===== config.mk =====
export PLATFORM = sky130hd
export DESIGN_NAME = ifetch_unit32_flat
export DESIGN_NICKNAME = d
export VERILOG_FILES = /design/src/rtl/ifetch_unit32_if.sv /design/src/rtl/ifetch_unit32.sv /design/src/flat_wrapper.sv
export SDC_FILE = /design/constraint.sdc
export NUM_CORES = 1
export LEC_CHECK = 0
export ABC_CLOCK_PERIOD_IN_PS = 3200
export CORE_MARGIN = 5
export CORE_UTILIZATION = 41
export CTS_BUF_LIST = sky130_fd_sc_hd__clkbuf_16
export DETAILED_ROUTE_END_ITERATION = 8
export PLACE_DENSITY = 0.84
export SLEW_MARGIN = 40
export SYNTH_ARGS = -nofsm -noshare
export SYNTH_HDL_FRONTEND = slang
export SYNTH_SLANG_ARGS = --single-unit

===== constraint.sdc =====
create_clock -name clock -period 3.2 [get_ports clock]
set_input_delay 0.48 -clock clock [delete_from_list [all_inputs] [get_ports clock]]
set_output_delay 0.48 -clock clock [all_outputs]
set_load 0.03 [all_outputs]

===== src/rtl/ifetch_unit32_if.sv =====
// ifetch_unit32_if
//  Instruction-memory bus between the fetch stage and its instruction memory.
//  Signals:
//    imem_addr   word address issued by the fetch stage
//    imem_rdata  instruction word returned by memory
//  Modports:
//    master  fetch stage side (drives the address, receives data)
//    slave   memory side (receives the address, drives data)
//  imem_rdata must reflect the word at imem_addr by the end of the fetch
//  stage's ADDR cycle. A memory clocked on the falling edge meets this.
interface ifetch_unit32_if #(
  parameter int IMEM_ADDR_W = 14
);
  logic [IMEM_ADDR_W-1:0] imem_addr;
  logic [31:0]            imem_rdata;

  modport master (output imem_addr, input  imem_rdata);
  modport slave  (input  imem_addr, output imem_rdata);
endinterface


===== src/rtl/ifetch_unit32.sv =====
// ifetch_unit32
//  Instruction-fetch stage. It holds the PC and reads a synchronous
//  instruction memory. It presents one registered Instruction per execute
//  slot and commits the next PC from the jump/branch decode.
//  Each instruction uses two cycles: an ADDR cycle issues the address, and
//  an EXEC cycle presents the instruction and commits the next PC.
//  Ports:
//    clock, reset        clock; synchronous active-high reset
//    stall               holds the EXEC slot (no commit)
//    Jr/Jmp/Jal          jump decode for the current Instruction
//    Branch/nBranch/Zero beq/bne decode and ALU zero flag
//    Addr_result         branch target
//    Read_data_1         jr target
//    imem                instruction-memory bus (master modport)
//    Instruction         current instruction, registered
//    instr_valid         high during the EXEC slot
//    PC                  address of Instruction
//    branch_base_addr    PC+4
//    link_addr           PC+4
//    instr_count         retired-instruction counter
//    fetch_fault         sticky alignment fault
//  Optional feature: define IFETCH_ALIGN_CHECK_EN to trap misaligned Jr or
//  branch targets. The trap enters a terminal S_FAULT state. When the macro
//  is undefined, target bits [1:0] are forced to zero and fetch_fault is 0.
module ifetch_unit32 #(
  parameter logic [31:0] RESET_PC    = 32'h0000_0000,
  parameter int          IMEM_ADDR_W = 14
) (
  input  logic                  clock,
  input  logic                  reset,
  input  logic                  stall,
  input  logic                  Jr,
  input  logic                  Jmp,
  input  logic                  Jal,
  input  logic                  Branch,
  input  logic                  nBranch,
  input  logic                  Zero,
  input  logic [31:0]           Addr_result,
  input  logic [31:0]           Read_data_1,
  ifetch_unit32_if.master       imem,
  output logic [31:0]           Instruction,
  output logic                  instr_valid,
  output logic [31:0]           PC,
  output logic [31:0]           branch_base_addr,
  output logic [31:0]           link_addr,
  output logic [31:0]           instr_count,
  output logic                  fetch_fault
);

  localparam logic [1:0] S_ADDR  = 2'd0;
  localparam logic [1:0] S_EXEC  = 2'd1;
`ifdef IFETCH_ALIGN_CHECK_EN
  localparam logic [1:0] S_FAULT = 2'd2;
`endif

  logic [1:0]  state;
  logic [31:0] pc4;
  logic [31:0] raw_tgt;
  logic [31:0] next_pc;
  logic        br_taken;

  // Upper PC bits are dropped, so fetch wraps modulo the memory size.
  assign imem.imem_addr   = PC[IMEM_ADDR_W+1:2];
  assign pc4              = PC + 32'd4;
  assign branch_base_addr = pc4;
  assign link_addr        = pc4;
  assign br_taken         = (Branch & Zero) | (nBranch & ~Zero);

  always_comb begin
    raw_tgt = pc4;
    if (Jr)              raw_tgt = Read_data_1;
    else if (Jmp | Jal)  raw_tgt = {pc4[31:28], Instruction[25:0], 2'b00};
    else if (br_taken)   raw_tgt = Addr_result;
  end

`ifdef IFETCH_ALIGN_CHECK_EN
  // Only Jr and branch targets can be misaligned. Jump targets and PC4 are
  // always word aligned.
  logic misalign;
  assign misalign = (raw_tgt[1:0] != 2'b00);
  assign next_pc  = raw_tgt;
`else
  assign next_pc  = raw_tgt & ~32'h3;
`endif

  always_ff @(posedge clock) begin
    if (reset) begin
      state       <= S_ADDR;
      PC          <= RESET_PC;
      Instruction <= 32'h0;
      instr_valid <= 1'b0;
      instr_count <= 32'h0;
`ifdef IFETCH_ALIGN_CHECK_EN
      fetch_fault <= 1'b0;
`endif
    end else begin
      case (state)
        S_ADDR: begin
          Instruction <= imem.imem_rdata;
          instr_valid <= 1'b1;
          state       <= S_EXEC;
        end
        S_EXEC: begin
          if (!stall) begin
`ifdef IFETCH_ALIGN_CHECK_EN
            if (misalign) begin
              // PC stays on the faulting instruction for post-mortem.
              fetch_fault <= 1'b1;
              instr_valid <= 1'b0;
              state       <= S_FAULT;
            end else begin
              PC          <= next_pc;
              instr_count <= instr_count + 32'd1;
              instr_valid <= 1'b0;
              state       <= S_ADDR;
            end
`else
            PC          <= next_pc;
            instr_count <= instr_count + 32'd1;
            instr_valid <= 1'b0;
            state       <= S_ADDR;
`endif
          end
        end
`ifdef IFETCH_ALIGN_CHECK_EN
        S_FAULT: begin
          instr_valid <= 1'b0;
        end
`endif
        default: begin
          instr_valid <= 1'b0;
          state       <= S_ADDR;
        end
      endcase
    end
  end

`ifndef IFETCH_ALIGN_CHECK_EN
  assign fetch_fault = 1'b0;
`endif

endmodule


===== src/flat_wrapper.sv =====
// flat-port wrapper written by rule: the top's interface ports become plain ports
module ifetch_unit32_flat 
#(
  parameter logic [31:0] RESET_PC    = 32'h0000_0000,
  parameter int          IMEM_ADDR_W = 14
)
  (clock, reset, stall, Jr, Jmp, Jal, Branch, nBranch, Zero, Addr_result, Read_data_1, Instruction, instr_valid, PC, branch_base_addr, link_addr, instr_count, fetch_fault, imem_imem_addr, imem_imem_rdata);
  ifetch_unit32_if #(.IMEM_ADDR_W(IMEM_ADDR_W)) imem_i ();
  input  logic clock;
  input  logic reset;
  input  logic stall;
  input  logic Jr;
  input  logic Jmp;
  input  logic Jal;
  input  logic Branch;
  input  logic nBranch;
  input  logic Zero;
  input  logic [31:0] Addr_result;
  input  logic [31:0] Read_data_1;
  output logic [31:0] Instruction;
  output logic instr_valid;
  output logic [31:0] PC;
  output logic [31:0] branch_base_addr;
  output logic [31:0] link_addr;
  output logic [31:0] instr_count;
  output logic fetch_fault;
  output wire logic [$bits(imem_i.imem_addr)-1:0] imem_imem_addr;
  input wire logic [$bits(imem_i.imem_rdata)-1:0] imem_imem_rdata;
  assign imem_imem_addr = imem_i.imem_addr;
  assign imem_i.imem_rdata = imem_imem_rdata;
  ifetch_unit32 #(.RESET_PC(RESET_PC), .IMEM_ADDR_W(IMEM_ADDR_W)) u_core (.clock(clock), .reset(reset), .stall(stall), .Jr(Jr), .Jmp(Jmp), .Jal(Jal), .Branch(Branch), .nBranch(nBranch), .Zero(Zero), .Addr_result(Addr_result), .Read_data_1(Read_data_1), .imem(imem_i), .Instruction(Instruction), .instr_valid(instr_valid), .PC(PC), .branch_base_addr(branch_base_addr), .link_addr(link_addr), .instr_count(instr_count), .fetch_fault(fetch_fault));
endmodule

; ---- Yosys cells after proc, flatten, opt, wreduce, memory -nomap -nowiden
; Cells that the tools add are included.
[word_totals]
regBits = 97
[classes]
n_addsub = 2
eq_ne = 2
mux = 7
bitwise_logic = 6
reduce_logical = 2
[op_table]
columns = operator, count
row1 = $mux 32, 3
row2 = $add 32x1->32 const B, 1
row3 = $add 32x3->32 const B, 1
row4 = $pmux 2 s2, 1
row5 = $and 1x1->1, 2
row6 = $eq 2x1->1 const B, 1
row7 = $logic_not 2->1, 1
row8 = $mux 2, 1
row9 = $ne 2x2->1 const B, 1
row10 = $not 1->1, 2
row11 = $or 1x1->1, 2
row12 = $pmux 1 s2, 1
row13 = $reduce_and 2->1, 1
row14 = $mux 1, 1

; ---- Depth between registers and ports, before layout
[depth]
word_depth = 6
mapped_depth = 8
depth_no_buf = 6

; ---- Worst setup path after synthesis
; Ideal clock, no wire load.
[synth_timing]
kind = register to output
from = reg u_core.PC[12]
to = out link_addr[29]
arrival_time_ns = 2.712
path_slack_ns = 0.008
stages_incl_launch_ff = 8
n_path_buf = 3
cell_sequence = dfxtp_1 > buf_2 > nand4_1 > or4_4 > clkbuf_1 > nor4_1 > xor2_1 > buf_4
[synth_between]
elab_chain_cells = 1
[synth_rtl]
columns = item, line
row1 = "start, declared", ifetch_unit32.sv:43  ; output logic [31:0] PC,
row2 = "start signal, assigned", ifetch_unit32.sv:118  ; PC <= next_pc;
row3 = $add 32x3->32, ifetch_unit32.sv:64  ; assign pc4 = PC + 32'd4;
row4 = "end, declared", flat_wrapper.sv:24  ; output logic [31:0] link_addr;
; Every way passes these cells.

; ---- Worst setup path in the final report
[layout_timing]
from = reg u_core.PC[2]
to = out branch_base_addr[16]
[layout_between]
elab_chain_cells = 1
[layout_rtl]
columns = item, line
row1 = $add 32x3->32, ifetch_unit32.sv:64
row2 = "end, declared", flat_wrapper.sv:23  ; output logic [31:0] branch_base_addr;
; Every way passes these cells.

==> impl_metrics.csv <==
group,metric,value,unit
worst_setup_path,crit_end,"branch_base_addr[16]",
worst_setup_path,crit_start,"u_core.PC[2]",
global_routing,top_usage_layer,"met2",
worst_setup_path,start_kind,"flop",
worst_setup_path,regToRegSetupSlack,0.78,ns
clock_network,cts.sinks,95,
global_routing,met2_usage,42.27,%
floorplan,die_h,128.1,um
worst_setup_path,path_cells,"ha_1 > nand2_1 > nor4_1 > xor2_1 > clkdlybuf4s50_1",
clock_network,clk_pin_slew_worst_paths,0.07,ns
timing,fin_setup_tns,0,ns
layout,n_antenna_cell,0,
clock_network,numCtsBuffers,9,
clock_network,clkLatencyLatePin,0.35,ns
synthesis,ys_seq_area_share,33.27,%
timing,max_slew.worst_pin.slew,0.7329,ns
route,drtIter0Drc,491,
floorplan,core_area,13770,um2
synthesis,synth-edff-count,0,
power,pwr-share-comb,27.2,%
timing,min_period,3.068,ns
route,via_per_inst,5.576,
worst_setup_path,rr_endpoint,"u_core.PC[29]",
power,pwr-share-clk,32.3,%
route,first_pass_iters,5,
global_routing,grt-ovfl-total,0,
placed_design,placed_area,8250,um2
floorplan,start_util,41.51,%
synthesis,synth_cell_type_count,59,
run,cap_viol_max_count,0,
global_routing,grtUsageMet1,33.79,%
timing,finalSetupViolations,0,
hold_path,hold_class,"reg2reg",
timing,slew_headroom,51.09,%
global_routing,grt_antenna_before_repair,0,
status,status,"finished clean",
clock_network,cts_buffer_depth,2,
layout,drive_above_1_share,9.947,%
clock_network,cts.htree.levels,3,
layout,nNetsFinal,1047,
synthesis,avgSynthCellArea,7.918,um2
layout,design_area,8566,um2
synthesis,syn_area,5717,um2
timing,timing.fmax,0.3259,GHz
timing,clock_skew,0.005189,ns
global_routing,grt_pass1_wl,33.41,mm
power,p_int,2142,uW
layout,mostFrequentLayoutCells,"234 x clkdlybuf4s50_1, 94 x dfxtp_1, 78 x nor2_1",
power,power_density,371.4,nW/um2
worst_setup_path,max_stage_delay,0.74,ns
placed_design,dp_cells,1107,
timing,slew_violations,0,
timing,hold_viol_final,0,
power,switchingPower,1039,uW
global_routing,grt_pass1_vias,6031,
synthesis,syn-instance-count,722,
route,wl_per_cell,19.15,um
synthesis,yosys_warnings,0,
worst_setup_path,path_class,"reg2out",
worst_setup_path,worstSetupEndpointType,"primary output",
clock_network,hold_buffers,0,
layout,area_growth_syn_to_layout,49.84,%
layout,layout_commonest_cell,"clkdlybuf4s50_1",
power,leakagePower,0.003233,uW
worst_setup_path,arrival,2.59,ns
synthesis,ys_seq_elements,95,
synthesis,synth_ff_type,"dfxtp_1",
global_routing,grt_usage,25.81,%
clock_network,cts_tree,"yes",
layout,fill_cells,1223,
route,antenna_violating_nets_post_route,0,
power,switching_share,32.67,%
layout,final_cells,1125,
worst_setup_path,rr_worst_depth,7,
placed_design,io_buffers,269,
route,vias,6273,
placed_design,place.gp.congestion,0.8828,
layout,utilization,62.19,%
floorplan,die_area,16400,um2
power,vdd_ir_drop_max,0.0002155,V
global_routing,grt_start_max_net_pins,80,
route,route.detailed.drc,0,
floorplan,ios,281,
power,seqPwrFrac,40.6,%
worst_setup_path,crit_fanout,8,
worst_setup_path,slowest_stage,"clkdlybuf4s50_1",
floorplan,chipWidth,128.1,um
global_routing,use_met3,4.500,%
timing,grt_setup_unrepaired,"false",
timing,post-route-period-util,95.87,%
floorplan,row_count,43,
worst_setup_path,crit_required,2.72,ns
route,routed_wl,21.55,mm
synthesis,async_reset_ff_share,0,%
placed_design,hpwl,16.31,mm
hold_path,hp-start,"u_core.instr_count[31]",
worst_setup_path,reg2reg_from,"u_core.PC[5]",
clock_network,cts_root_buf,"clkbuf_16",
per-layer routing:
| metal | vias up | part of all wire [%] | routed length (um) |
|---|---|---|---|
| met5 | - | 0 | 0 |
| met4 | 0 | 2.9 | 619 |
| met3 | 40 | 8.3 | 1792 |
| met2 | 287 | 48 | 10280 |
| met1 | 2958 | 41 | 8855 |
| li1 | 2988 | - | - |
kinds of logic after synthesis:
family | synth area share [%]
flip-flops | 33.27
buffers and inverters | 10.20
multiplexers | 6.544
AO/OA/AOI/OAI | 16.68
adder cells (fa/ha/maj) | 0.4377
XOR/XNOR | 6.435
other | 0.06560
AND/OR/NAND/NOR | 26.37
worst min path at each step:
stage / end / slack, ns / cells past startpoint
floorplan: u_core.instr_count[1] / 0.60 / 2
global placement: u_core.instr_count[31] / 0.47 / 2
detailed placement: u_core.instr_count[1] / 0.48 / 2
CTS: u_core.PC[31] / 0.49 / 3
global route: u_core.instr_count[31] / 0.51 / 2
finish: u_core.instr_count[31] / 0.50 / 2
cells in the mapped netlist (3+ instances only):
library cell / instances / share of area, %
buf_4: 51 / 6.7
mux2_2: 3 / 0.59
a221oi_1: 9 / 1.4
inv_1: 9 / 0.59
o311ai_0: 3 / 0.46
clkbuf_1: 34 / 2.2
nand3_1: 26 / 2.3
and3_1: 8 / 0.88
mux2i_1: 34 / 6.0
or2_2: 5 / 0.55
a211oi_1: 7 / 0.92
o211ai_1: 7 / 0.92
nor3_1: 14 / 1.2
nand2b_1: 12 / 1.3
xor2_1: 21 / 3.2
nand2_1: 66 / 4.3
nand4b_1: 3 / 0.46
o221ai_1: 4 / 0.61
nor4_1: 18 / 2.0
xnor2_1: 21 / 3.2
a221o_1: 4 / 0.70
a21oi_1: 30 / 2.6
o22ai_1: 4 / 0.44
nand4_1: 20 / 2.2
and4_1: 8 / 1.2
dfxtp_1: 95 / 33
o21ai_0: 42 / 3.7
buf_1: 9 / 0.59
a31oi_1: 4 / 0.44
or3_1: 19 / 2.1
nor2b_1: 4 / 0.44
and2_1: 6 / 0.66
o31a_1: 4 / 0.61
a32o_1: 3 / 0.53
a31o_2: 3 / 0.46
nor3b_1: 3 / 0.39
nor2_1: 80 / 5.3
power by group through the flow:
stage / combinational, uW / sequential (uW) / clock, uW
floorplan: 394 / 1410 / 0
global placement: 854 / 1310 / 0
detailed placement: 863 / 1320 / 0
CTS: 867 / 1290 / 1040
global route: 914 / 1300 / 1100
finish: 864 / 1290 / 1030
flip-flops by register name, indices dropped and copies added (netlist names):
name and flops:
u_core.Instruction 32, u_core.instr_count 32, u_core.PC 30, u_core.state 1
final cells by class:
type	count	area, um2	share of cell area (%)
Tap cell	180	225.2	2.629
Clock buffer	9	225.2	2.629
Multi-Input combinational cell	529	3288	38.39
Timing Repair Buffer	296	2843	33.19
Inverter	9	33.78	0.3944
Sequential cell	95	1903	22.22
Clock inverter	7	47.55	0.5551
what timing repair did:
item / CTS / global route
gates cloned: 0 / 0
setup buffers: 2 / 0
pin swaps: 1 / 0
resized for setup: 3 / 7
setup endpoints to repair: 6 / 24
hold endpoints to repair: 0 / 0
critical path, delay by kind of cell, from the launching register on:
family	cells	cell delay (ns)
xor gates and xnor gates	1	0.29
DFF	1	0.35
buffers and inverters	1	0.74
and+or+nand+nor	2	0.64
adders and majority gates	1	0.23
per-stage QoR:
step           total power, uW  hold WS, ns  setup slack (ns)
3_3_place_gp              2168       0.4705            0.3321
5_1_grt                   3311       0.5093          0.005468
3_5_place_dp              2179       0.4843            0.3307
6_report                  3181       0.4966            0.1320
2_1_floorplan             1800       0.6035          0.007975
4_1_cts                   3201       0.4893           0.03710
Power figures use the tool's default switching activity.
